==> src/rtl/alu_pkg.sv <==
// alu_pkg: op codes and FSM state type shared by alu_exec and the ALU control decoder.
// Latency: n/a (declarations only).
// Backpressure: n/a.
package alu_pkg;

  // 4-bit ALU control codes as produced by the ALU control decoder
  localparam logic [3:0] ALU_AND = 4'b0000;
  localparam logic [3:0] ALU_OR  = 4'b0001;
  localparam logic [3:0] ALU_ADD = 4'b0010;
  localparam logic [3:0] ALU_XOR = 4'b0011;
  localparam logic [3:0] ALU_SUB = 4'b0110;
  localparam logic [3:0] ALU_SLT = 4'b0111;
  localparam logic [3:0] ALU_MUL = 4'b1000;
  localparam logic [3:0] ALU_NOR = 4'b1100;
  localparam logic [3:0] ALU_NOP = 4'b1111;

  // Execution unit state; MUL is only reachable when ALU_MUL_EN is defined
  typedef enum logic {
    IDLE = 1'b0,
    MUL  = 1'b1
  } alu_state_t;

endpackage

==> src/rtl/alu_exec_if.sv <==
// alu_exec_if: request/result handshake bundle for alu_exec.
// Latency: n/a (wiring only).
// Backpressure: in_valid/in_ready on the request side, out_valid/out_ready on the result side.
// Ports: master = requester/consumer (drives request + out_ready), slave = alu_exec.
interface alu_exec_if #(
  parameter int WIDTH = 32
);
  logic             in_valid;
  logic             in_ready;
  logic [3:0]       alu_op;
  logic [WIDTH-1:0] src_a;
  logic [WIDTH-1:0] src_b;
  logic             out_valid;
  logic             out_ready;
  logic [WIDTH-1:0] result;
  logic             zero;
  logic             overflow;
  logic             illegal_op;
  logic             busy;

  modport master (
    output in_valid, alu_op, src_a, src_b, out_ready,
    input  in_ready, out_valid, result, zero, overflow, illegal_op, busy
  );

  modport slave (
    input  in_valid, alu_op, src_a, src_b, out_ready,
    output in_ready, out_valid, result, zero, overflow, illegal_op, busy
  );
endinterface

==> src/rtl/alu_mul_serial.sv <==
// alu_mul_serial: unsigned shift-and-add multiplier, low WIDTH bits of a*b.
// Latency: start captured on edge N, done high after edge N+MUL_CYCLES, cleared on the following edge.
// Backpressure: none; the caller must consume product on the cycle done is high.
// Ports: clk, rst (async active-high), start, a, b in; done, product out.
module alu_mul_serial #(
  parameter int WIDTH      = 32,
  parameter int MUL_CYCLES = WIDTH
) (
  input  logic             clk,
  input  logic             rst,
  input  logic             start,
  input  logic [WIDTH-1:0] a,
  input  logic [WIDTH-1:0] b,
  output logic             done,
  output logic [WIDTH-1:0] product
);
  localparam int CW = $clog2(MUL_CYCLES + 1);

  logic [WIDTH-1:0] acc;
  logic [WIDTH-1:0] mcand;
  logic [WIDTH-1:0] mplier;
  logic [CW-1:0]    cnt;
  logic             running;

  assign done    = running && (cnt == CW'(MUL_CYCLES));
  assign product = acc;

  // One multiplier bit per cycle, LSB first; the multiplicand shifts left in step
  always_ff @(posedge clk or posedge rst) begin
    if (rst) begin
      acc     <= '0;
      mcand   <= '0;
      mplier  <= '0;
      cnt     <= '0;
      running <= 1'b0;
    end else if (start) begin
      acc     <= '0;
      mcand   <= a;
      mplier  <= b;
      cnt     <= '0;
      running <= 1'b1;
    end else if (running) begin
      if (done) begin
        running <= 1'b0;
      end else begin
        if (mplier[0]) acc <= acc + mcand;
        mcand  <= mcand << 1;
        mplier <= mplier >> 1;
        cnt    <= cnt + 1'b1;
      end
    end
  end
endmodule

==> src/rtl/alu_exec.sv <==
// alu_exec: registered integer ALU (add/sub/logic/slt, optional serial multiply).
// Latency: 1 cycle for single-cycle codes; MUL_CYCLES+1 cycles for multiply.
// Backpressure: in_ready drops while a result is held unconsumed or a multiply runs.
// Ports: clk, rst (async active-high), bus (alu_exec_if.slave).
// Config: define ALU_MUL_EN to enable code 1000 as unsigned multiply; otherwise 1000 is illegal.
module alu_exec
  import alu_pkg::*;
#(
  parameter int WIDTH      = 32,
  parameter int MUL_CYCLES = WIDTH
) (
  input logic        clk,
  input logic        rst,
  alu_exec_if.slave  bus
);
  logic [WIDTH-1:0] a, b;
  logic [WIDTH-1:0] sum, diff;
  logic [WIDTH-1:0] calc_res;
  logic             calc_ovf, calc_ill;
  logic             accept, in_ready_int, busy_int;
  logic             ld_en, ld_ovf, ld_ill;
  logic [WIDTH-1:0] ld_res;

  logic             out_valid_q;
  logic [WIDTH-1:0] result_q;
  logic             zero_q, overflow_q, illegal_q;

  assign a      = bus.src_a;
  assign b      = bus.src_b;
  assign sum    = a + b;
  assign diff   = a - b;
  assign accept = bus.in_valid && in_ready_int;

  // Single-cycle datapath
  always_comb begin
    calc_res = '0;
    calc_ovf = 1'b0;
    calc_ill = 1'b0;
    case (bus.alu_op)
      ALU_ADD: begin
        calc_res = sum;
        // same-sign operands producing a differently-signed sum
        calc_ovf = (a[WIDTH-1] == b[WIDTH-1]) && (sum[WIDTH-1] != a[WIDTH-1]);
      end
      ALU_SUB: begin
        calc_res = diff;
        calc_ovf = (a[WIDTH-1] != b[WIDTH-1]) && (diff[WIDTH-1] != a[WIDTH-1]);
      end
      ALU_AND: calc_res = a & b;
      ALU_OR:  calc_res = a | b;
      ALU_XOR: calc_res = a ^ b;
      ALU_NOR: calc_res = ~(a | b);
      ALU_SLT: calc_res = {{(WIDTH-1){1'b0}}, ($signed(a) < $signed(b))};
      ALU_NOP: calc_res = '0;
`ifdef ALU_MUL_EN
      ALU_MUL: calc_res = '0;  // result comes from the serial multiplier
`endif
      default: calc_ill = 1'b1;
    endcase
  end

`ifdef ALU_MUL_EN
  alu_state_t       state, state_nxt;
  logic             is_mul, mul_start, mul_done;
  logic [WIDTH-1:0] mul_product;

  assign is_mul    = (bus.alu_op == ALU_MUL);
  assign mul_start = accept && is_mul;

  always_ff @(posedge clk or posedge rst) begin
    if (rst) state <= IDLE;
    else     state <= state_nxt;
  end

  always_comb begin
    state_nxt = state;
    case (state)
      IDLE:    if (mul_start) state_nxt = MUL;
      MUL:     if (mul_done)  state_nxt = IDLE;
      default: state_nxt = IDLE;
    endcase
  end

  assign in_ready_int = (state == IDLE) && (!out_valid_q || bus.out_ready);
  assign busy_int     = (state == MUL);

  alu_mul_serial #(
    .WIDTH      (WIDTH),
    .MUL_CYCLES (MUL_CYCLES)
  ) u_mul (
    .clk     (clk),
    .rst     (rst),
    .start   (mul_start),
    .a       (a),
    .b       (b),
    .done    (mul_done),
    .product (mul_product)
  );

  always_comb begin
    ld_en  = 1'b0;
    ld_res = calc_res;
    ld_ovf = calc_ovf;
    ld_ill = calc_ill;
    if (accept && !is_mul) begin
      ld_en = 1'b1;
    end else if (mul_done) begin
      // no request can be accepted while MUL runs, so this never collides with the branch above
      ld_en  = 1'b1;
      ld_res = mul_product;
      ld_ovf = 1'b0;
      ld_ill = 1'b0;
    end
  end
`else
  assign in_ready_int = !out_valid_q || bus.out_ready;
  assign busy_int     = 1'b0;

  always_comb begin
    ld_en  = accept;
    ld_res = calc_res;
    ld_ovf = calc_ovf;
    ld_ill = calc_ill;
  end
`endif

  // Output registers: loading a new result takes priority over the consume-clear,
  // which is what lets back-to-back requests stream at one per cycle.
  always_ff @(posedge clk or posedge rst) begin
    if (rst) begin
      out_valid_q <= 1'b0;
      result_q    <= '0;
      zero_q      <= 1'b0;
      overflow_q  <= 1'b0;
      illegal_q   <= 1'b0;
    end else if (ld_en) begin
      out_valid_q <= 1'b1;
      result_q    <= ld_res;
      zero_q      <= (ld_res == '0);
      overflow_q  <= ld_ovf;
      illegal_q   <= ld_ill;
    end else if (bus.out_ready) begin
      out_valid_q <= 1'b0;
    end
  end

  assign bus.in_ready   = in_ready_int;
  assign bus.busy       = busy_int;
  assign bus.out_valid  = out_valid_q;
  assign bus.result     = result_q;
  assign bus.zero       = zero_q;
  assign bus.overflow   = overflow_q;
  assign bus.illegal_op = illegal_q;
endmodule

==> src/flat_wrapper.sv <==
// flat-port wrapper written by rule: the top's interface ports become plain ports
module alu_exec_flat import alu_pkg::*;
#(
  parameter int WIDTH      = 32,
  parameter int MUL_CYCLES = WIDTH
)
  (clk, rst, bus_in_valid, bus_alu_op, bus_src_a, bus_src_b, bus_out_ready, bus_in_ready, bus_out_valid, bus_result, bus_zero, bus_overflow, bus_illegal_op, bus_busy);
  alu_exec_if #(.WIDTH(WIDTH)) bus_i ();
  input logic clk;
  input logic rst;
  input wire logic [$bits(bus_i.in_valid)-1:0] bus_in_valid;
  input wire logic [$bits(bus_i.alu_op)-1:0] bus_alu_op;
  input wire logic [$bits(bus_i.src_a)-1:0] bus_src_a;
  input wire logic [$bits(bus_i.src_b)-1:0] bus_src_b;
  input wire logic [$bits(bus_i.out_ready)-1:0] bus_out_ready;
  output wire logic [$bits(bus_i.in_ready)-1:0] bus_in_ready;
  output wire logic [$bits(bus_i.out_valid)-1:0] bus_out_valid;
  output wire logic [$bits(bus_i.result)-1:0] bus_result;
  output wire logic [$bits(bus_i.zero)-1:0] bus_zero;
  output wire logic [$bits(bus_i.overflow)-1:0] bus_overflow;
  output wire logic [$bits(bus_i.illegal_op)-1:0] bus_illegal_op;
  output wire logic [$bits(bus_i.busy)-1:0] bus_busy;
  assign bus_i.in_valid = bus_in_valid;
  assign bus_i.alu_op = bus_alu_op;
  assign bus_i.src_a = bus_src_a;
  assign bus_i.src_b = bus_src_b;
  assign bus_i.out_ready = bus_out_ready;
  assign bus_in_ready = bus_i.in_ready;
  assign bus_out_valid = bus_i.out_valid;
  assign bus_result = bus_i.result;
  assign bus_zero = bus_i.zero;
  assign bus_overflow = bus_i.overflow;
  assign bus_illegal_op = bus_i.illegal_op;
  assign bus_busy = bus_i.busy;
  alu_exec #(.WIDTH(WIDTH), .MUL_CYCLES(MUL_CYCLES)) u_core (.clk(clk), .rst(rst), .bus(bus_i));
endmodule
==> config.mk <==
export PLATFORM = sky130hd
export DESIGN_NAME = alu_exec_flat
export DESIGN_NICKNAME = d
export VERILOG_FILES = /design/src/rtl/alu_pkg.sv /design/src/rtl/alu_exec_if.sv /design/src/rtl/alu_mul_serial.sv /design/src/rtl/alu_exec.sv /design/src/flat_wrapper.sv
export SDC_FILE = /design/constraint.sdc
export NUM_CORES = 1
export LEC_CHECK = 0
export CORE_ASPECT_RATIO = 0.8
export CORE_MARGIN = 3
export CORE_UTILIZATION = 40
export DETAILED_ROUTE_END_ITERATION = 10
export GPL_ROUTABILITY_DRIVEN = 1
export MAX_ROUTING_LAYER = met4
export PLACE_DENSITY = 0.72
export SLEW_MARGIN = 20
export SYNTH_ARGS = -nofsm -noshare
export SYNTH_HDL_FRONTEND = slang
export SYNTH_SLANG_ARGS = --single-unit
==> constraint.sdc <==
create_clock -name clk -period 6.2 [get_ports clk]
set_input_delay 1.24 -clock clk [delete_from_list [all_inputs] [get_ports clk]]
set_output_delay 1.24 -clock clk [all_outputs]
set_load 0.02 [all_outputs]
Yosys cells after proc, flatten, opt, wreduce, memory -nomap -nowiden
Cells that the tools add are included.
{"block": "classes", "addsub": 2, "order_cmp": 1, "n_eq_ne": 11, "muxes": 5, "bitwise_logic": 4, "n_reduce_logical": 9}
{"cell": "one-hot mux 32 bit (7 select lines)", "n": 1}
{"cell": "adder 32 bit", "n": 1}
{"cell": "AND 32 bit", "n": 1}
{"cell": "logical NOT 32 bit", "n": 1}
{"cell": "less-than comparator 32 bit", "n": 1}
{"cell": "NOT 32 bit", "n": 1}
{"cell": "bitwise OR 32 bit", "n": 1}
{"cell": "subtractor 32 bit", "n": 1}
{"cell": "bitwise XOR 32 bit", "n": 1}
{"cell": "== test 4 x 2 -> 1 bit (second input constant)", "n": 2}
{"cell": "== test 4 x 3 -> 1 bit (second input constant)", "n": 2}
{"cell": "== test 4 bit (second input constant)", "n": 2}
{"cell": "OR reduction 8 bit", "n": 1}
{"cell": "== test 4 x 1 -> 1 bit (second input constant)", "n": 1}
{"cell": "logical NOT 4 bit", "n": 1}
{"cell": "logical AND 1 bit", "n": 3}
{"cell": "two-way mux 1 bit", "n": 3}
{"cell": "inequality test 1 bit", "n": 3}
{"cell": "one-hot mux 1 bit (2 select lines)", "n": 1}
{"cell": "nonzero test 2 bit", "n": 1}
{"cell": "== test 1 bit", "n": 1}
{"cell": "logical NOT 1 bit", "n": 1}
{"cell": "logical OR 1 bit", "n": 1}
{"block": "totals", "reg_bits": 36, "inputBits": 72, "out_inout_bits": 38, "wordCells": 37}

Logic depth before layout (Yosys ltp)
Gate-level depths: netlist (run 1).
{"block": "depth", "ltp_word": 4, "mapped_depth": 15, "mapped_depth_nobuf": 15}

Worst setup path after synthesis (run 1)
No wires, ideal clock.
{"block": "synth_timing", "path_type": "input -> register", "start": "input bus_src_b[0]", "end": "register u_core.zero_q (netlist: u_core.bus.zero)", "setup_ps": 68, "arrival_ps": 4103, "t_required_ps": 6132, "setup_slack_ps": 2029, "path_stages": 15, "n_path_buf": 0, "path_cell_list": "ha_1 > inv_1 > fa_1 > nor2b_1 > o2111a_1 > o21ai_2 > a2111o_1 > a211oi_2 > or2b_2 > mux2i_1 > a2111oi_4 > and4_1 > nand4_1 > nor3_1 > a32o_1"}
{"block": "synth_between", "elab_chain_len": 4, "word_cells_on_any_way": 9, "classes_between": "2 x add/sub; 1 x order compare; 1 x mux; 4 x bitwise; 1 x reduce/logical"}
{"item": "start, declared", "line_no": "flat_wrapper.sv:14", "rtl": "input wire logic [$bits(bus_i.src_b)-1:0] bus_src_b;"}
{"item": "branches (longest 2 deep; another with subtractor 32 bit)"}
{"item": "one-hot mux 32 bit (7 select lines) (*)", "line_no": "alu_exec.sv:39", "rtl": "case (bus.alu_op)"}
{"item": "logical NOT 32 bit (*)", "line_no": "alu_exec.sv:139", "rtl": "zero_q <= (ld_res == '0);"}
{"item": "end signal, assigned", "line_no": "alu_exec.sv:139"}
{"item": "end, declared", "line_no": "alu_exec.sv:26", "rtl": "logic zero_q, overflow_q, illegal_q;"}
Every way passes the cells marked *.
A chain may end at the register's enable or synchronous reset.

Worst setup path in the final report (run 1)
{"block": "layout_timing", "start": "input bus_src_b[6]", "end": "register u_core.zero_q (netlist: u_core.bus.zero)"}
The elaborated chain is that of the path after synthesis.

==> run_summary.xml, run 1 <==
<?xml version="1.0" encoding="UTF-8"?>
<metrics>
  <group name="worst_setup_path">
    <metric name="reg2reg_setup_slack" unit="ns">3.63</metric>
    <metric name="reg2reg_to" unit="">u_core.bus.zero$_DFFE_PP0P_</metric>
    <metric name="worst_ep_required_time" unit="ns">6.37</metric>
    <metric name="worst_r2r_path_cells" unit="">12</metric>
    <metric name="crit_path_end_kind" unit="">register</metric>
    <metric name="timing.setup.critical_path_class" unit="">in -&gt; reg</metric>
    <metric name="critical_path.max_fanout" unit="">11</metric>
    <metric name="worst_r2r_startpoint" unit="">u_core.bus.out_valid$_DFFE_PP0P_</metric>
    <metric name="timing.critical_path.arrival" unit="ns">5.48</metric>
    <metric name="critical_path.startpoint_type" unit="">input pin</metric>
  </group>
  <group name="logic_synthesis">
    <metric name="post_synth.cell_area_avg" unit="sq um">7.22</metric>
    <metric name="netlist_top_cells_area" unit="">sky130_fd_sc_hd__ha_1 19%, sky130_fd_sc_hd__dfrtp_1 13%, sky130_fd_sc_hd__a21oi_1 6.6%</metric>
    <metric name="number_of_synthesized_flops_with_an_enable_pin" unit="">0</metric>
    <metric name="synth_top_area_share" unit="">0.187</metric>
    <metric name="synth_commonest_cells" unit="">106 x sky130_fd_sc_hd__ha_1, 95 x sky130_fd_sc_hd__inv_1, 94 x sky130_fd_sc_hd__a21oi_1, 81 x sky130_fd_sc_hd__nor2_1</metric>
    <metric name="synth_warnings" unit="">0</metric>
    <metric name="synthFlopType" unit="">sky130_fd_sc_hd__dfrtp_1</metric>
    <metric name="synthesis.area" unit="sq mm">0.00711</metric>
    <metric name="syn-instance-count" unit="">985</metric>
    <metric name="most_frequently_used_cell_type_in_the_post_synthesis_netlist" unit="">sky130_fd_sc_hd__ha_1</metric>
    <metric name="yosys.cell_types.count" unit="">93</metric>
    <metric name="synthesis.nets" unit="">1165</metric>
    <metric name="yosysSeqAreaShare" unit="">0.127</metric>
    <metric name="dominant_cell_type_by_area_after_synthesis" unit="">sky130_fd_sc_hd__ha_1</metric>
    <metric name="synthArstFlopShare" unit="">1.00</metric>
    <metric name="synth_seq_cells" unit="">36</metric>
  </group>
  <group name="die">
    <metric name="floorplan.io_pins" unit="">110</metric>
    <metric name="core_area" unit="sq mm">0.0170</metric>
    <metric name="fp-row-count" unit="">42</metric>
    <metric name="design.die.area" unit="sq mm">0.0194</metric>
    <metric name="initial_core_utilization" unit="">0.419</metric>
    <metric name="die_h" unit="um">125</metric>
    <metric name="fp.dieW" unit="um">155</metric>
  </group>
  <group name="clocking">
    <metric name="cts.sink_count" unit="">36</metric>
    <metric name="worst_skew_pair.late_latency" unit="ns">0.28</metric>
    <metric name="cts_repair_resize_count" unit="">0</metric>
    <metric name="cts_setup_buffers" unit="">0</metric>
    <metric name="clockBufferDepth" unit="">2</metric>
    <metric name="cts_tree" unit="">done</metric>
    <metric name="clk_root_buffer_cell" unit="">sky130_fd_sc_hd__clkbuf_16</metric>
    <metric name="worst_setup_hold_path_clk_slew" unit="ns">0.05</metric>
    <metric name="cts_hold_repair.buffers" unit="">0</metric>
    <metric name="cts_made_buffers" unit="">5</metric>
    <metric name="cts.htree.levels" unit="">2</metric>
  </group>
  <group name="worst_hold_path">
    <metric name="min_path_cells" unit="">2</metric>
    <metric name="min_to" unit="">u_core.bus.result[21]$_DFFE_PP0P_</metric>
    <metric name="timing.hold.worst.start" unit="">u_core.bus.result[21]$_DFFE_PP0P_</metric>
    <metric name="hold_path.class" unit="">reg -&gt; reg</metric>
  </group>
  <group name="drt">
    <metric name="routedWlPerCell" unit="um">20.0</metric>
    <metric name="antenna_violating_nets_post_route" unit="">0</metric>
    <metric name="drt_first_pass_iters" unit="">6</metric>
    <metric name="post_drt_via_cell_ratio" unit="">6.20</metric>
    <metric name="drt_drc_violations_left" unit="">0</metric>
    <metric name="drt_iter0_markers" unit="">1023</metric>
    <metric name="wl" unit="um">25600</metric>
    <metric name="dr_total_vias" unit="">7924</metric>
  </group>
  <group name="sta">
    <metric name="max_slew_margin" unit="">0.415</metric>
    <metric name="setup_viol" unit="">0</metric>
    <metric name="rsz0062_at_grt" unit="">no</metric>
    <metric name="clock-skew-final" unit="ns">0.00314</metric>
    <metric name="timing.final.crit_period" unit="ns">5.32</metric>
    <metric name="tns" unit="ns">0</metric>
    <metric name="max_slew.worst_pin.slew" unit="ns">0.864</metric>
    <metric name="final-hold-violation-count" unit="">0</metric>
    <metric name="maximum_achievable_frequency" unit="MHz">188</metric>
    <metric name="report.final.slew_viol_count" unit="">0</metric>
    <metric name="timing.final.crit_share" unit="">0.858</metric>
  </group>
  <group name="placement">
    <metric name="placement.cell_area" unit="sq mm">0.00837</metric>
    <metric name="globalplace.congestion" unit="">1.06</metric>
    <metric name="dp_hpwl" unit="um">20300</metric>
    <metric name="portBuffers" unit="">108</metric>
  </group>
  <group name="cells_and_area">
    <metric name="nNetsFinal" unit="">1237</metric>
    <metric name="post-route-util" unit="">0.503</metric>
    <metric name="final_cell_area" unit="sq mm">0.00854</metric>
    <metric name="layout-drive-gt1-share" unit="">0.0662</metric>
    <metric name="antenna_cells_inserted" unit="">0</metric>
    <metric name="area.growth.synth_to_final" unit="%">20.0</metric>
  </group>
  <group name="grt">
    <metric name="grt_max_degree" unit="">58</metric>
    <metric name="number_of_global_route_vias_before_repair" unit="">7257</metric>
    <metric name="groute.usage.overall" unit="">0.261</metric>
    <metric name="grt-ovfl-total" unit="">0</metric>
    <metric name="number_of_antenna_violations_at_the_first_check_in_global_routing" unit="">0</metric>
    <metric name="grt_pass1_wl" unit="um">40200</metric>
  </group>
  <group name="pwr">
    <metric name="power.ir.vdd_worst" unit="uV">116</metric>
    <metric name="power_per_cell_area" unit="mW/mm^2">156</metric>
    <metric name="total_power" unit="mW">1.33</metric>
    <metric name="power.leakage" unit="nW">3.72</metric>
  </group>
  <group name="outcome">
    <metric name="run_status" unit="">completed</metric>
  </group>
  <group name="job">
    <metric name="drv_cap" unit="">0</metric>
  </group>
</metrics>
## state kept, by name, summed over array words and instances, names as in the netlist
register               cells
u_core.bus.overflow        1
u_core.bus.zero            1
u_core.bus.out_valid       1
u_core.bus.illegal_op      1
u_core.bus.result         32
## per-stage QoR
stage          hold WS [ns]  setup slack (ns)  std cells
6_report              0.478             0.883       1278
5_1_grt               0.505             0.638       1278
4_1_cts               0.482             0.962       1278
3_5_place_dp          0.470             0.689       1270
3_3_place_gp          0.459             0.677       1270
2_1_floorplan         0.588              2.03        985
## power breakdown
group	switching [mW]	leakage (nW)	internal [mW]
clock network	0.0915	0.0808	0.189
registers	0.0239	0.460	0.274
logic	0.449	3.18	0.303
total	0.564	3.72	0.766
## area by class of cell
| cell class | count | area [sq um] |
|---|---|---|
| tap | 220 | 275 |
| inverter | 99 | 372 |
| multi-input combinational | 790 | 5620 |
| clock buffer | 6 | 129 |
| clock inverter | 2 | 35.0 |
| sequential | 36 | 901 |
| timing repair buffer | 125 | 1210 |
| fill | 1701 | 8440 |
## per-layer routing
| metal | GRT usage | part of all wire | vias up | wire length (um) |
|---|---|---|---|---|
| li1 | - | - | 3748 | - |
| met1 | 0.413 | 0.48 | 3637 | 12300 |
| met2 | 0.347 | 0.38 | 501 | 9800 |
| met3 | 0.0480 | 0.12 | 38 | 3200 |
| met4 | 0.0337 | 0.011 | 0 | 280 |
| met5 | - | 0 | - | 0 |
## worst max-delay path: stages
cell                              delay (ns)
sky130_fd_sc_hd__clkdlybuf4s50_1        0.51
sky130_fd_sc_hd__inv_1                  0.07
sky130_fd_sc_hd__ha_1                   0.48
sky130_fd_sc_hd__and2b_1                0.26
sky130_fd_sc_hd__a2111oi_0              0.35
sky130_fd_sc_hd__a21oi_1                0.26
sky130_fd_sc_hd__o31ai_2                0.37
sky130_fd_sc_hd__a31oi_1                0.29
sky130_fd_sc_hd__o21ai_2                0.33
sky130_fd_sc_hd__nor4_1                 0.09
sky130_fd_sc_hd__o41ai_2                0.38
sky130_fd_sc_hd__a311o_1                0.24
sky130_fd_sc_hd__nor2_1                 0.05
sky130_fd_sc_hd__o31a_1                 0.33
sky130_fd_sc_hd__a32o_1                 0.23
## kinds of logic after synthesis
logic type	Yosys count	synth area share
AOI/OAI and AO/OA	369	0.357
and+or+nand+nor	289	0.203
buffers and inverters	159	0.0883
adders and majority gates	108	0.192
DFF	36	0.127
muxes	14	0.0215
xor gates and xnor gates	9	0.0111
other	1	0.000527
## worst max-delay path by stage
stage	startpoint	to	slack (ns)
6_report	bus_src_b[6]	u_core.bus.zero$_DFFE_PP0P_	0.88
3_5_place_dp	bus_src_b[6]	u_core.bus.zero$_DFFE_PP0P_	0.69
3_3_place_gp	bus_src_a[6]	u_core.bus.zero$_DFFE_PP0P_	0.68
5_1_grt	bus_src_a[0]	u_core.bus.zero$_DFFE_PP0P_	0.64
2_1_floorplan	bus_src_b[0]	u_core.bus.zero$_DFFE_PP0P_	2.03
4_1_cts	bus_src_b[6]	u_core.bus.zero$_DFFE_PP0P_	0.96
## layout by cell type (no fill, tap or decap), types with 6 or more instances in the layout
master and count:
sky130_fd_sc_hd__or2_2 6, sky130_fd_sc_hd__nand4_1 11, sky130_fd_sc_hd__a211oi_1 9, sky130_fd_sc_hd__dfrtp_1 36, sky130_fd_sc_hd__nand3_1 19, sky130_fd_sc_hd__o211ai_1 14
sky130_fd_sc_hd__ha_1 106, sky130_fd_sc_hd__nor2_1 81, sky130_fd_sc_hd__o21ai_0 72, sky130_fd_sc_hd__o21a_1 10, sky130_fd_sc_hd__a21o_1 7, sky130_fd_sc_hd__and2_1 6
sky130_fd_sc_hd__buf_4 17, sky130_fd_sc_hd__inv_1 95, sky130_fd_sc_hd__o31ai_1 8, sky130_fd_sc_hd__nand2b_1 14, sky130_fd_sc_hd__a31oi_1 11, sky130_fd_sc_hd__xnor2_1 6
sky130_fd_sc_hd__nand2_1 72, sky130_fd_sc_hd__a21oi_1 94, sky130_fd_sc_hd__a22oi_1 20, sky130_fd_sc_hd__clkdlybuf4s50_1 108, sky130_fd_sc_hd__a211o_1 8, sky130_fd_sc_hd__nor3_1 19
sky130_fd_sc_hd__o21ai_1 6, sky130_fd_sc_hd__o2111ai_1 8, sky130_fd_sc_hd__mux2_2 10, sky130_fd_sc_hd__o21bai_1 13, sky130_fd_sc_hd__a221oi_1 10, sky130_fd_sc_hd__nor2b_1 14
sky130_fd_sc_hd__nor4_1 9
(Power assumes the default switching activity.)
==> inputs of run 2 (changes only) <==
--- a/config.mk
+++ b/config.mk
@@ -11,7 +11,6 @@
 export DETAILED_ROUTE_END_ITERATION = 10
 export GPL_ROUTABILITY_DRIVEN = 1
 export MAX_ROUTING_LAYER = met4
-export PLACE_DENSITY = 0.72
 export SLEW_MARGIN = 20
 export SYNTH_ARGS = -nofsm -noshare
 export SYNTH_HDL_FRONTEND = slang
==> run_summary.xml, run 2 (synthesis gave the netlist of run 1 again) <==
<?xml version="1.0" encoding="UTF-8"?>
<metrics>
  <group name="sta">
    <metric name="report.final.slew_viol_count" unit="">0</metric>
    <metric name="setup_viol" unit="">0</metric>
    <metric name="final-hold-violation-count" unit="">0</metric>
    <metric name="timing.final.crit_share" unit="">0.844</metric>
    <metric name="timing.final.crit_period" unit="ns">5.23</metric>
    <metric name="rsz0062_at_grt" unit="">no</metric>
    <metric name="final_worst_hold_slack" unit="ns">0.478</metric>
    <metric name="maximum_achievable_frequency" unit="MHz">191</metric>
    <metric name="clock-skew-final" unit="ns">0.00175</metric>
    <metric name="max_slew.worst_pin.slew" unit="ns">0.787</metric>
    <metric name="tns" unit="ns">0</metric>
    <metric name="max_slew_margin" unit="">0.467</metric>
  </group>
  <group name="drt">
    <metric name="dr_total_vias" unit="">7924</metric>
    <metric name="drt_first_pass_iters" unit="">5</metric>
    <metric name="antenna_violating_nets_post_route" unit="">0</metric>
    <metric name="drt_drc_violations_left" unit="">0</metric>
    <metric name="post_drt_via_cell_ratio" unit="">6.19</metric>
    <metric name="drt_iter0_markers" unit="">845</metric>
    <metric name="routedWlPerCell" unit="um">20.3</metric>
    <metric name="wl" unit="um">26000</metric>
  </group>
  <group name="worst_setup_path">
    <metric name="worst_r2r_path_cells" unit="">13</metric>
    <metric name="timing.setup.critical_path_class" unit="">in -&gt; reg</metric>
    <metric name="critical_path.max_fanout" unit="">8</metric>
    <metric name="worst_ep_required_time" unit="ns">6.41</metric>
    <metric name="critical_path.cell_chain" unit="">clkdlybuf4s50_1, inv_1, ha_1, nor2_1, o311ai_1, a21oi_1, and2_1, o32ai_1, and4_1, and4b_1, nand4_1, nor4_1, nand4_1, nor3_1, a32o_1</metric>
    <metric name="slowest_stage" unit="">sky130_fd_sc_hd__o311ai_1</metric>
    <metric name="crit_path_frequent_cell" unit="">sky130_fd_sc_hd__nand4_1</metric>
    <metric name="timing.critical_path.arrival" unit="ns">5.44</metric>
    <metric name="critical_path.startpoint_type" unit="">input pin</metric>
    <metric name="crit_path_end_kind" unit="">register</metric>
    <metric name="critical_path.max_stage_delay" unit="ns">0.67</metric>
  </group>
  <group name="cells_and_area">
    <metric name="final_cells" unit="">1281</metric>
    <metric name="num-fill-cells" unit="">1690</metric>
    <metric name="layout-drive-gt1-share" unit="">0.0697</metric>
    <metric name="area.growth.synth_to_final" unit="%">20.5</metric>
    <metric name="nNetsFinal" unit="">1240</metric>
    <metric name="largest_reg_flops" unit="">32</metric>
    <metric name="sequential_cell_area" unit="sq um">901</metric>
    <metric name="multi_input_comb_area" unit="sq mm">0.00562</metric>
    <metric name="final_common_cell" unit="">sky130_fd_sc_hd__clkdlybuf4s50_1</metric>
    <metric name="antenna_cells_inserted" unit="">0</metric>
    <metric name="top_library_cells_by_usage_in_the_layout_fill_and_taps_aside" unit="">108 x sky130_fd_sc_hd__clkdlybuf4s50_1, 106 x sky130_fd_sc_hd__ha_1, 95 x sky130_fd_sc_hd__inv_1, 94 x sky130_fd_sc_hd__a21oi_1, 81 x sky130_fd_sc_hd__nor2_1</metric>
  </group>
  <group name="clocking">
    <metric name="cts.htree.levels" unit="">2</metric>
    <metric name="cts_made_buffers" unit="">5</metric>
    <metric name="cts_repair_resize_count" unit="">0</metric>
    <metric name="cts_hold_repair.buffers" unit="">0</metric>
    <metric name="clockBufferDepth" unit="">2</metric>
    <metric name="cts_tree" unit="">done</metric>
    <metric name="cts_setup_buffers" unit="">0</metric>
    <metric name="worst_setup_hold_path_clk_slew" unit="ns">0.06</metric>
    <metric name="clk_root_buffer_cell" unit="">sky130_fd_sc_hd__clkbuf_16</metric>
    <metric name="cts.sink_count" unit="">36</metric>
    <metric name="worst_skew_pair.late_latency" unit="ns">0.28</metric>
  </group>
  <group name="die">
    <metric name="fp.dieW" unit="um">155</metric>
    <metric name="fp-row-count" unit="">42</metric>
    <metric name="initial_core_utilization" unit="">0.419</metric>
    <metric name="design.die.area" unit="sq mm">0.0194</metric>
    <metric name="die_h" unit="um">125</metric>
    <metric name="core_area" unit="sq mm">0.0170</metric>
    <metric name="floorplan.io_pins" unit="">110</metric>
  </group>
  <group name="worst_hold_path">
    <metric name="hold_path.class" unit="">reg -&gt; reg</metric>
    <metric name="min_path_cells" unit="">1</metric>
  </group>
  <group name="grt">
    <metric name="grt_pass1_wl" unit="um">39800</metric>
    <metric name="number_of_antenna_violations_at_the_first_check_in_global_routing" unit="">0</metric>
    <metric name="grt-ovfl-total" unit="">0</metric>
    <metric name="groute.usage.overall" unit="">0.259</metric>
    <metric name="number_of_global_route_vias_before_repair" unit="">6978</metric>
    <metric name="grt_max_degree" unit="">59</metric>
  </group>
  <group name="pwr">
    <metric name="power.ir.vdd_worst" unit="uV">95.9</metric>
    <metric name="power_per_cell_area" unit="mW/mm^2">156</metric>
    <metric name="power.leakage" unit="nW">3.74</metric>
  </group>
  <group name="placement">
    <metric name="portBuffers" unit="">108</metric>
    <metric name="placed_cells" unit="">1273</metric>
    <metric name="globalplace.congestion" unit="">0.991</metric>
    <metric name="dp_hpwl" unit="um">20400</metric>
  </group>
  <group name="outcome">
    <metric name="run_status" unit="">completed</metric>
  </group>
  <group name="job">
    <metric name="drv_cap" unit="">0</metric>
  </group>
</metrics>
[run 2: cell count changes in the layout (fill, tap and decap cells not counted)]
cell                         previous run  this run
sky130_fd_sc_hd__buf_4                 17        20
sky130_fd_sc_hd__clkbuf_1               1         0
sky130_fd_sc_hd__clkinvlp_4             0         1
sky130_fd_sc_hd__nor4bb_2               1         0
sky130_fd_sc_hd__nor4bb_4               1         2
[run 2: path summary, 6_finish.rpt]
check	from	endpoint	slack (ns)
max	bus_src_a[2]	u_core.bus.zero$_DFFE_PP0P_	0.97
max reg2reg	u_core.bus.out_valid$_DFFE_PP0P_	u_core.bus.zero$_DFFE_PP0P_	3.25
min	u_core.bus.result[8]$_DFFE_PP0P_	u_core.bus.result[8]$_DFFE_PP0P_	0.48
min reg2reg	u_core.bus.result[8]$_DFFE_PP0P_	u_core.bus.result[8]$_DFFE_PP0P_	0.48
max in group asynchronous	rst	u_core.bus.zero$_DFFE_PP0P_	4.50
min in group asynchronous	rst	u_core.bus.result[19]$_DFFE_PP0P_	1.38
[run 2: worst max-delay path: cells and delay by family]
| kind | cells | cell delay [ns] |
|---|---|---|
| AND/OR/NAND/NOR | 8 | 1.67 |
| AO/OA/AOI/OAI | 4 | 1.54 |
| adder cells (fa/ha/maj) | 1 | 0.40 |
| buffers and inverters | 2 | 0.59 |
[run 2: final cells by class]
| type | count | area share |
|---|---|---|
| Sequential cell | 36 | 0.105 |
| Clock buffer | 5 | 0.0146 |
| Clock inverter | 3 | 0.00496 |
| Tap cell | 220 | 0.0321 |
| Multi-Input combinational cell | 790 | 0.656 |
| Timing Repair Buffer | 128 | 0.144 |
| Inverter | 99 | 0.0434 |
[run 2: per-stage QoR]
| step | area (sq um) | setup WS (ns) | power (mW) | utilization |
|---|---|---|---|---|
| floorplan | 7110 | 2.03 | 0.753 | - |
| global placement | 8400 | 0.724 | 1.04 | 0.495 |
| detailed placement | 8400 | 0.737 | 1.04 | 0.495 |
| CTS | 8570 | 1.01 | 1.32 | 0.505 |
| global route | 8570 | 0.625 | 1.42 | 0.505 |
| finish | 8570 | 0.966 | 1.34 | 0.505 |
[run 2: per-layer routing]
| metal | global-route usage | part of all wire | vias up |
|---|---|---|---|
| met2 | 0.337 | 0.38 | 428 |
| met4 | 0.0332 | 0.0082 | 0 |
| met3 | 0.0456 | 0.10 | 22 |
| met1 | 0.417 | 0.51 | 3722 |
| met5 | - | 0 | - |
| li1 | - | - | 3752 |
[run 2: where the power goes]
group / switching, mW / total [mW] / internal (mW)
combinational: 0.449 / 0.754 / 0.305
sequential: 0.0229 / 0.297 / 0.274
clock: 0.0971 / 0.286 / 0.189
total: 0.569 / 1.34 / 0.768
==> inputs of run 3 (changes only) <==
==> constraint.sdc (replaced) <==
create_clock -name clk -period 5.07 [get_ports clk]
set_input_delay 1.014 -clock clk [delete_from_list [all_inputs] [get_ports clk]]
set_output_delay 1.014 -clock clk [all_outputs]
set_load 0.02 [all_outputs]
==> run_summary.xml, run 3 (synthesis gave the netlist of run 1 again) <==
<?xml version="1.0" encoding="UTF-8"?>
<metrics>
  <group name="outcome">
    <metric name="run_status" unit="">completed</metric>
  </group>
  <group name="sta">
    <metric name="clock-skew-final" unit="ns">0.00547</metric>
    <metric name="setup_viol" unit="">0</metric>
    <metric name="max_slew_margin" unit="">0.483</metric>
    <metric name="final_worst_hold_slack" unit="ns">0.475</metric>
    <metric name="timing.final.crit_period" unit="ns">4.83</metric>
    <metric name="rsz0062_at_grt" unit="">no</metric>
    <metric name="report.final.slew_viol_count" unit="">0</metric>
    <metric name="tns" unit="ns">0</metric>
    <metric name="max_slew.worst_pin.slew" unit="ns">0.764</metric>
    <metric name="final-hold-violation-count" unit="">0</metric>
    <metric name="timing.final.crit_share" unit="">0.953</metric>
    <metric name="maximum_achievable_frequency" unit="MHz">207</metric>
    <metric name="final.setup.worst_slack" unit="ns">0.237</metric>
  </group>
  <group name="placement">
    <metric name="dp_slack" unit="ns">-0.0436</metric>
    <metric name="portBuffers" unit="">108</metric>
    <metric name="dp_hpwl" unit="um">21400</metric>
    <metric name="globalplace.congestion" unit="">1.01</metric>
    <metric name="placed_cells" unit="">1315</metric>
  </group>
  <group name="clocking">
    <metric name="cts_tree" unit="">done</metric>
    <metric name="cts_setup_buffers" unit="">0</metric>
    <metric name="cts.htree.levels" unit="">2</metric>
    <metric name="cts.sink_count" unit="">36</metric>
    <metric name="clk_root_buffer_cell" unit="">sky130_fd_sc_hd__clkbuf_16</metric>
    <metric name="clockBufferDepth" unit="">2</metric>
    <metric name="worst_setup_hold_path_clk_slew" unit="ns">0.06</metric>
    <metric name="cts_hold_repair.buffers" unit="">0</metric>
    <metric name="worst_skew_pair.late_latency" unit="ns">0.28</metric>
    <metric name="cts_made_buffers" unit="">5</metric>
    <metric name="cts_repair_resize_count" unit="">0</metric>
  </group>
  <group name="drt">
    <metric name="drt_drc_violations_left" unit="">0</metric>
    <metric name="drt_first_pass_iters" unit="">6</metric>
    <metric name="met1Wirelength" unit="um">13300</metric>
    <metric name="dr_total_vias" unit="">8070</metric>
    <metric name="routedWlPerCell" unit="um">20.1</metric>
    <metric name="met3RoutedLength" unit="um">2990</metric>
    <metric name="post_drt_via_cell_ratio" unit="">6.10</metric>
    <metric name="route.top_layer_used" unit="">met4</metric>
    <metric name="drt_iter0_markers" unit="">807</metric>
    <metric name="antenna_violating_nets_post_route" unit="">0</metric>
    <metric name="wl_met2" unit="um">10100</metric>
    <metric name="wl" unit="um">26600</metric>
  </group>
  <group name="worst_setup_path">
    <metric name="worstSetupEndpoint" unit="">u_core.bus.zero$_DFFE_PP0P_</metric>
    <metric name="worst_r2r_path_cells" unit="">12</metric>
    <metric name="reg2reg_setup_slack" unit="ns">2.55</metric>
    <metric name="timing.critical_path.arrival" unit="ns">5.05</metric>
    <metric name="critical_path.max_fanout" unit="">4</metric>
    <metric name="crit_path_end_kind" unit="">register</metric>
    <metric name="timing.setup.critical_path_class" unit="">in -&gt; reg</metric>
    <metric name="worst_setup_path_startpoint" unit="">bus_src_b[0]</metric>
    <metric name="critical_path.startpoint_type" unit="">input pin</metric>
    <metric name="worst_r2r_startpoint" unit="">u_core.bus.out_valid$_DFFE_PP0P_</metric>
    <metric name="reg2reg_to" unit="">u_core.bus.zero$_DFFE_PP0P_</metric>
    <metric name="worst_ep_required_time" unit="ns">5.29</metric>
  </group>
  <group name="die">
    <metric name="core_area" unit="sq mm">0.0170</metric>
    <metric name="floorplan.io_pins" unit="">110</metric>
    <metric name="fp-row-count" unit="">42</metric>
    <metric name="design.die.area" unit="sq mm">0.0194</metric>
    <metric name="fp.dieW" unit="um">155</metric>
    <metric name="initial_core_utilization" unit="">0.419</metric>
    <metric name="die_h" unit="um">125</metric>
  </group>
  <group name="cells_and_area">
    <metric name="antenna_cells_inserted" unit="">0</metric>
    <metric name="area.growth.synth_to_final" unit="%">25.1</metric>
    <metric name="top_library_cells_by_usage_in_the_layout_fill_and_taps_aside" unit="">108 x sky130_fd_sc_hd__clkdlybuf4s50_1, 106 x sky130_fd_sc_hd__ha_1, 95 x sky130_fd_sc_hd__inv_1, 94 x sky130_fd_sc_hd__a21oi_1, 81 x sky130_fd_sc_hd__nor2_1</metric>
    <metric name="nNetsFinal" unit="">1282</metric>
    <metric name="final_cells" unit="">1322</metric>
    <metric name="layout-drive-gt1-share" unit="">0.106</metric>
    <metric name="largest_reg_flops" unit="">32</metric>
    <metric name="final_common_cell" unit="">sky130_fd_sc_hd__clkdlybuf4s50_1</metric>
  </group>
  <group name="grt">
    <metric name="number_of_antenna_violations_at_the_first_check_in_global_routing" unit="">1</metric>
    <metric name="grt-ovfl-total" unit="">0</metric>
    <metric name="groute.usage.overall" unit="">0.268</metric>
    <metric name="grt_pass1_wl" unit="um">41000</metric>
    <metric name="grt_max_degree" unit="">58</metric>
    <metric name="number_of_global_route_vias_before_repair" unit="">7136</metric>
  </group>
  <group name="worst_hold_path">
    <metric name="hold_path.class" unit="">reg -&gt; reg</metric>
    <metric name="timing.hold.worst.start" unit="">u_core.bus.result[7]$_DFFE_PP0P_</metric>
  </group>
  <group name="pwr">
    <metric name="power_per_cell_area" unit="mW/mm^2">182</metric>
    <metric name="total_power" unit="mW">1.62</metric>
    <metric name="power.ir.vdd_worst" unit="uV">143</metric>
    <metric name="power.leakage" unit="nW">3.94</metric>
  </group>
  <group name="job">
    <metric name="drv_cap" unit="">0</metric>
  </group>
</metrics>
==> run 3: cell count changes in the layout (fill, tap and decap cells not counted), sizes merged <==
cell / previous run / this run
bufinv: 1 / 0
clkinvlp: 1 / 0
clkbuf: 5 / 6
buf: 20 / 62
==> run 3: final cells by class <==
type | count | area (sq um)
inverter | 99 | 372
tap | 220 | 275
multi-input combinational | 790 | 5630
timing repair buffer | 170 | 1580
clock inverter | 1 | 5.00
sequential | 36 | 901
fill | 1716 | 8080
clock buffer | 6 | 129
==> run 3: worst min-delay path by stage <==
stage / end / cells after the start
after floorplan: u_core.bus.result[4]$_DFFE_PP0P_ / 2
after global placement: u_core.bus.result[18]$_DFFE_PP0P_ / 2
after detailed placement: u_core.bus.result[21]$_DFFE_PP0P_ / 2
after CTS: u_core.bus.result[21]$_DFFE_PP0P_ / 2
after global routing: u_core.bus.result[6]$_DFFE_PP0P_ / 2
final: u_core.bus.result[7]$_DFFE_PP0P_ / 2
==> run 3: worst max-delay path: stages <==
cell,delay (ns)
sky130_fd_sc_hd__clkdlybuf4s50_1,0.53
sky130_fd_sc_hd__ha_1,0.23
sky130_fd_sc_hd__inv_1,0.07
sky130_fd_sc_hd__fa_1,0.41
sky130_fd_sc_hd__nor2b_1,0.16
sky130_fd_sc_hd__o2111a_1,0.35
sky130_fd_sc_hd__o211ai_1,0.14
sky130_fd_sc_hd__and3_1,0.22
sky130_fd_sc_hd__o32ai_1,0.47
sky130_fd_sc_hd__and4_1,0.26
sky130_fd_sc_hd__and4b_1,0.24
sky130_fd_sc_hd__nand4_1,0.10
sky130_fd_sc_hd__nor4_1,0.33
sky130_fd_sc_hd__nand4_1,0.15
sky130_fd_sc_hd__nor3_1,0.20
sky130_fd_sc_hd__a32o_1,0.18
==> run 3: power breakdown <==
group / leakage, nW / internal [mW] / total [mW] / switching, mW
logic: 3.41 / 0.408 / 0.967 / 0.559
clock network: 0.0667 / 0.178 / 0.284 / 0.106
registers: 0.460 / 0.336 / 0.365 / 0.0291
==> run 3: metrics by stage <==
stage                     utilization  cell area [sq um]
after floorplan                     -               7110
after global placement          0.515               8750
after detailed placement        0.515               8750
after CTS                       0.523               8880
after global routing            0.524               8900
final                           0.524               8900
==> run 3: per-layer routing <==
layer	up-vias	global-route usage
met5	-	-
met4	0	0.0322
met3	22	0.0342
met2	471	0.343
met1	3743	0.444
li1	3834	-
==> patch (settings of run 1) <==
`WIDTH` is set to 32 in 3 places; all go to 28.
--- a/src/rtl/alu_exec_if.sv
+++ b/src/rtl/alu_exec_if.sv
@@ -3,7 +3,7 @@
 // Backpressure: in_valid/in_ready on the request side, out_valid/out_ready on the result side.
 // Ports: master = requester/consumer (drives request + out_ready), slave = alu_exec.
 interface alu_exec_if #(
-  parameter int WIDTH = 32
+  parameter int WIDTH = 28
 );
   logic             in_valid;
   logic             in_ready;
--- a/src/rtl/alu_exec.sv
+++ b/src/rtl/alu_exec.sv
@@ -6,7 +6,7 @@
 module alu_exec
   import alu_pkg::*;
 #(
-  parameter int WIDTH      = 32,
+  parameter int WIDTH      = 28,
   parameter int MUL_CYCLES = WIDTH
 ) (
   input logic        clk,
--- a/src/flat_wrapper.sv
+++ b/src/flat_wrapper.sv
@@ -1,7 +1,7 @@
 // flat-port wrapper written by rule: the top's interface ports become plain ports
 module alu_exec_flat import alu_pkg::*;
 #(
-  parameter int WIDTH      = 32,
+  parameter int WIDTH      = 28,
   parameter int MUL_CYCLES = WIDTH
 )
   (clk, rst, bus_in_valid, bus_alu_op, bus_src_a, bus_src_b, bus_out_ready, bus_in_ready, bus_out_valid, bus_result, bus_zero, bus_overflow, bus_illegal_op, bus_busy);
Ports: changed (resized bus_result, bus_src_a and bus_src_b); port bits go from 110 to 98. The function was not compared with the original's and may differ.
==> patch against run 1 <==
First-iteration DRC count decreased by 36%; clock skew increased by 0.0021 ns; total power decreased by 11%; routed wire length decreased by 18%; sequential cell count decreased by 4; sequential share of layout area increased by 0.23 points; area after synthesis decreased by 14%; worst setup slack improved by 0.29 ns; non-clock buffer count decreased by 14; critical endpoint unchanged; final area decreased by 13%.
==> patch: results (changes against run 1) <==
.. list-table::
   :header-rows: 1

   * - Metric
     - Value
   * - Status
     - finished, final reports clean
   * - Worst Skew
     - 0.00526 ns (+0.00212 ns)
   * - Largest net degree at the start of global routing
     - 47 (-19%)
   * - Hold worst-path end
     - u_core.bus.result[5]$_DFFE_PP0P_
   * - RePlAce Congestion
     - 0.983 (-7.0%)
   * - Global-route wire length before repair
     - 33,200 um (-17%)
   * - Slowest stage delay, CP
     - 0.55 ns (+0.04 ns)
   * - Power share of the sequential group
     - 22.0% (-0.4 points)
   * - Register-to-Register Path Depth
     - 11 (-1)
   * - WL/cell
     - 18.9 um (-5.6%)
   * - Static Leakage
     - 3.26 nW (-13%)
   * - Worst vdd ir
     - 0.132 mV (+14%)
   * - Cell count after placement
     - 1,098 (-14%)
   * - Number of flip-flops in the largest register
     - 28 (-13%)
   * - Headroom to the max-slew limit
     - 42.6% (+1.2 points)
   * - Post-synth top cells
     - sky130_fd_sc_hd__ha_1 (89), sky130_fd_sc_hd__nand2_1 (86), sky130_fd_sc_hd__inv_1 (79)
   * - Routed vias
     - 6,821 (-14%)
   * - Startpoint of the lowest-slack hold path
     - u_core.bus.result[5]$_DFFE_PP0P_
   * - Critical path startpoint
     - bus_src_b[1]
   * - Global-route usage over all layers
     - 25.0% (-1.1 points)
   * - Power per cell area
     - 160 nW/um^2 (+2.5%)
   * - Fraction of power consumed by the clock network
     - 23.4% (+2.3 points)
   * - Total routed wire length on the met1 layer
     - 9370 um (-24%)
   * - Pre-CTS WS
     - 1.07 ns (+0.384 ns)
   * - Arr. time, crit path
     - 5.20 ns (-0.28 ns)
   * - DRC violation total after the first TritonRoute iteration
     - 652 (-36%)
   * - Clock tree root buffer cell
     - sky130_fd_sc_hd__clkbuf_16
   * - Synthesized instance count
     - 860 (-13%)
   * - Worst Hold Margin
     - 0.480 ns (+0.00181 ns)
   * - HPWL Detailed
     - 16,200 um (-20%)
   * - Clock insertion delay at the later pin of the skew report
     - approximately 0.27 ns
   * - IO buf count
     - 96 (-11%)
   * - Final WL
     - 20,900 um (-18%)
   * - Share of final-layout standard cells stronger than drive strength 1
     - 5.31% (-1.3 points)
   * - Pre-Repair DR Iteration Count
     - 5 (-1)
   * - Slack of the worst reg-to-reg path
     - 3.14 ns (-0.49 ns)
   * - Total placed instance area
     - 7260 um^2 (-13%)
   * - Routed wl met2
     - 8940 um (-8.8%)
   * - Max Fanout on Critical Path
     - 7 (-4)
   * - Worst-case setup margin in the final layout
     - 1.17 ns (+0.286 ns)
   * - Post-synth net total
     - 1,015 (-13%)
   * - Vias in the first global route
     - 6,264 (-14%)
   * - Top cells by area in the synthesized netlist
     - sky130_fd_sc_hd__ha_1 (18%), sky130_fd_sc_hd__dfrtp_1 (13%), sky130_fd_sc_hd__o21ai_0 (5.9%), sky130_fd_sc_hd__a21oi_1 (5.5%), sky130_fd_sc_hd__nand2_1 (5.3%)
   * - Sequential cell area fraction in the yosys report
     - 13.0% (+0.37 points)
   * - Number of library cell types mapped by synthesis
     - 82 (-12%)
   * - Pint
     - 0.695 mW (-9.3%)
-- patch: kinds of logic after synthesis --
logic type | count (synthesis) | synth area share, %
DFF | 32 | 13.0
and+or+nand+nor | 282 | 22.6
buffers and inverters | 136 | 8.68
AOI/OAI and AO/OA | 299 | 33.8
xor gates and xnor gates | 5 | 0.713
other | 1 | 0.0611
adders and majority gates | 91 | 18.8
muxes | 14 | 2.40
-- patch: layout make-up --
class | count | area (um^2)
fillers | 1448 | 7210
multi-input cells | 692 | 4860
repair buffers | 111 | 1070
flip-flops and latches | 32 | 801
inverters | 79 | 297
well taps | 184 | 230
clock buffers | 6 | 129
clock inverters | 2 | 35.0
-- patch: layer usage --
metal  track usage [%]  vias up
li1                  -     3270
met1              35.6     3121
met2              37.2      384
met3              3.66       46
met4              6.28        0
met5                 -        -
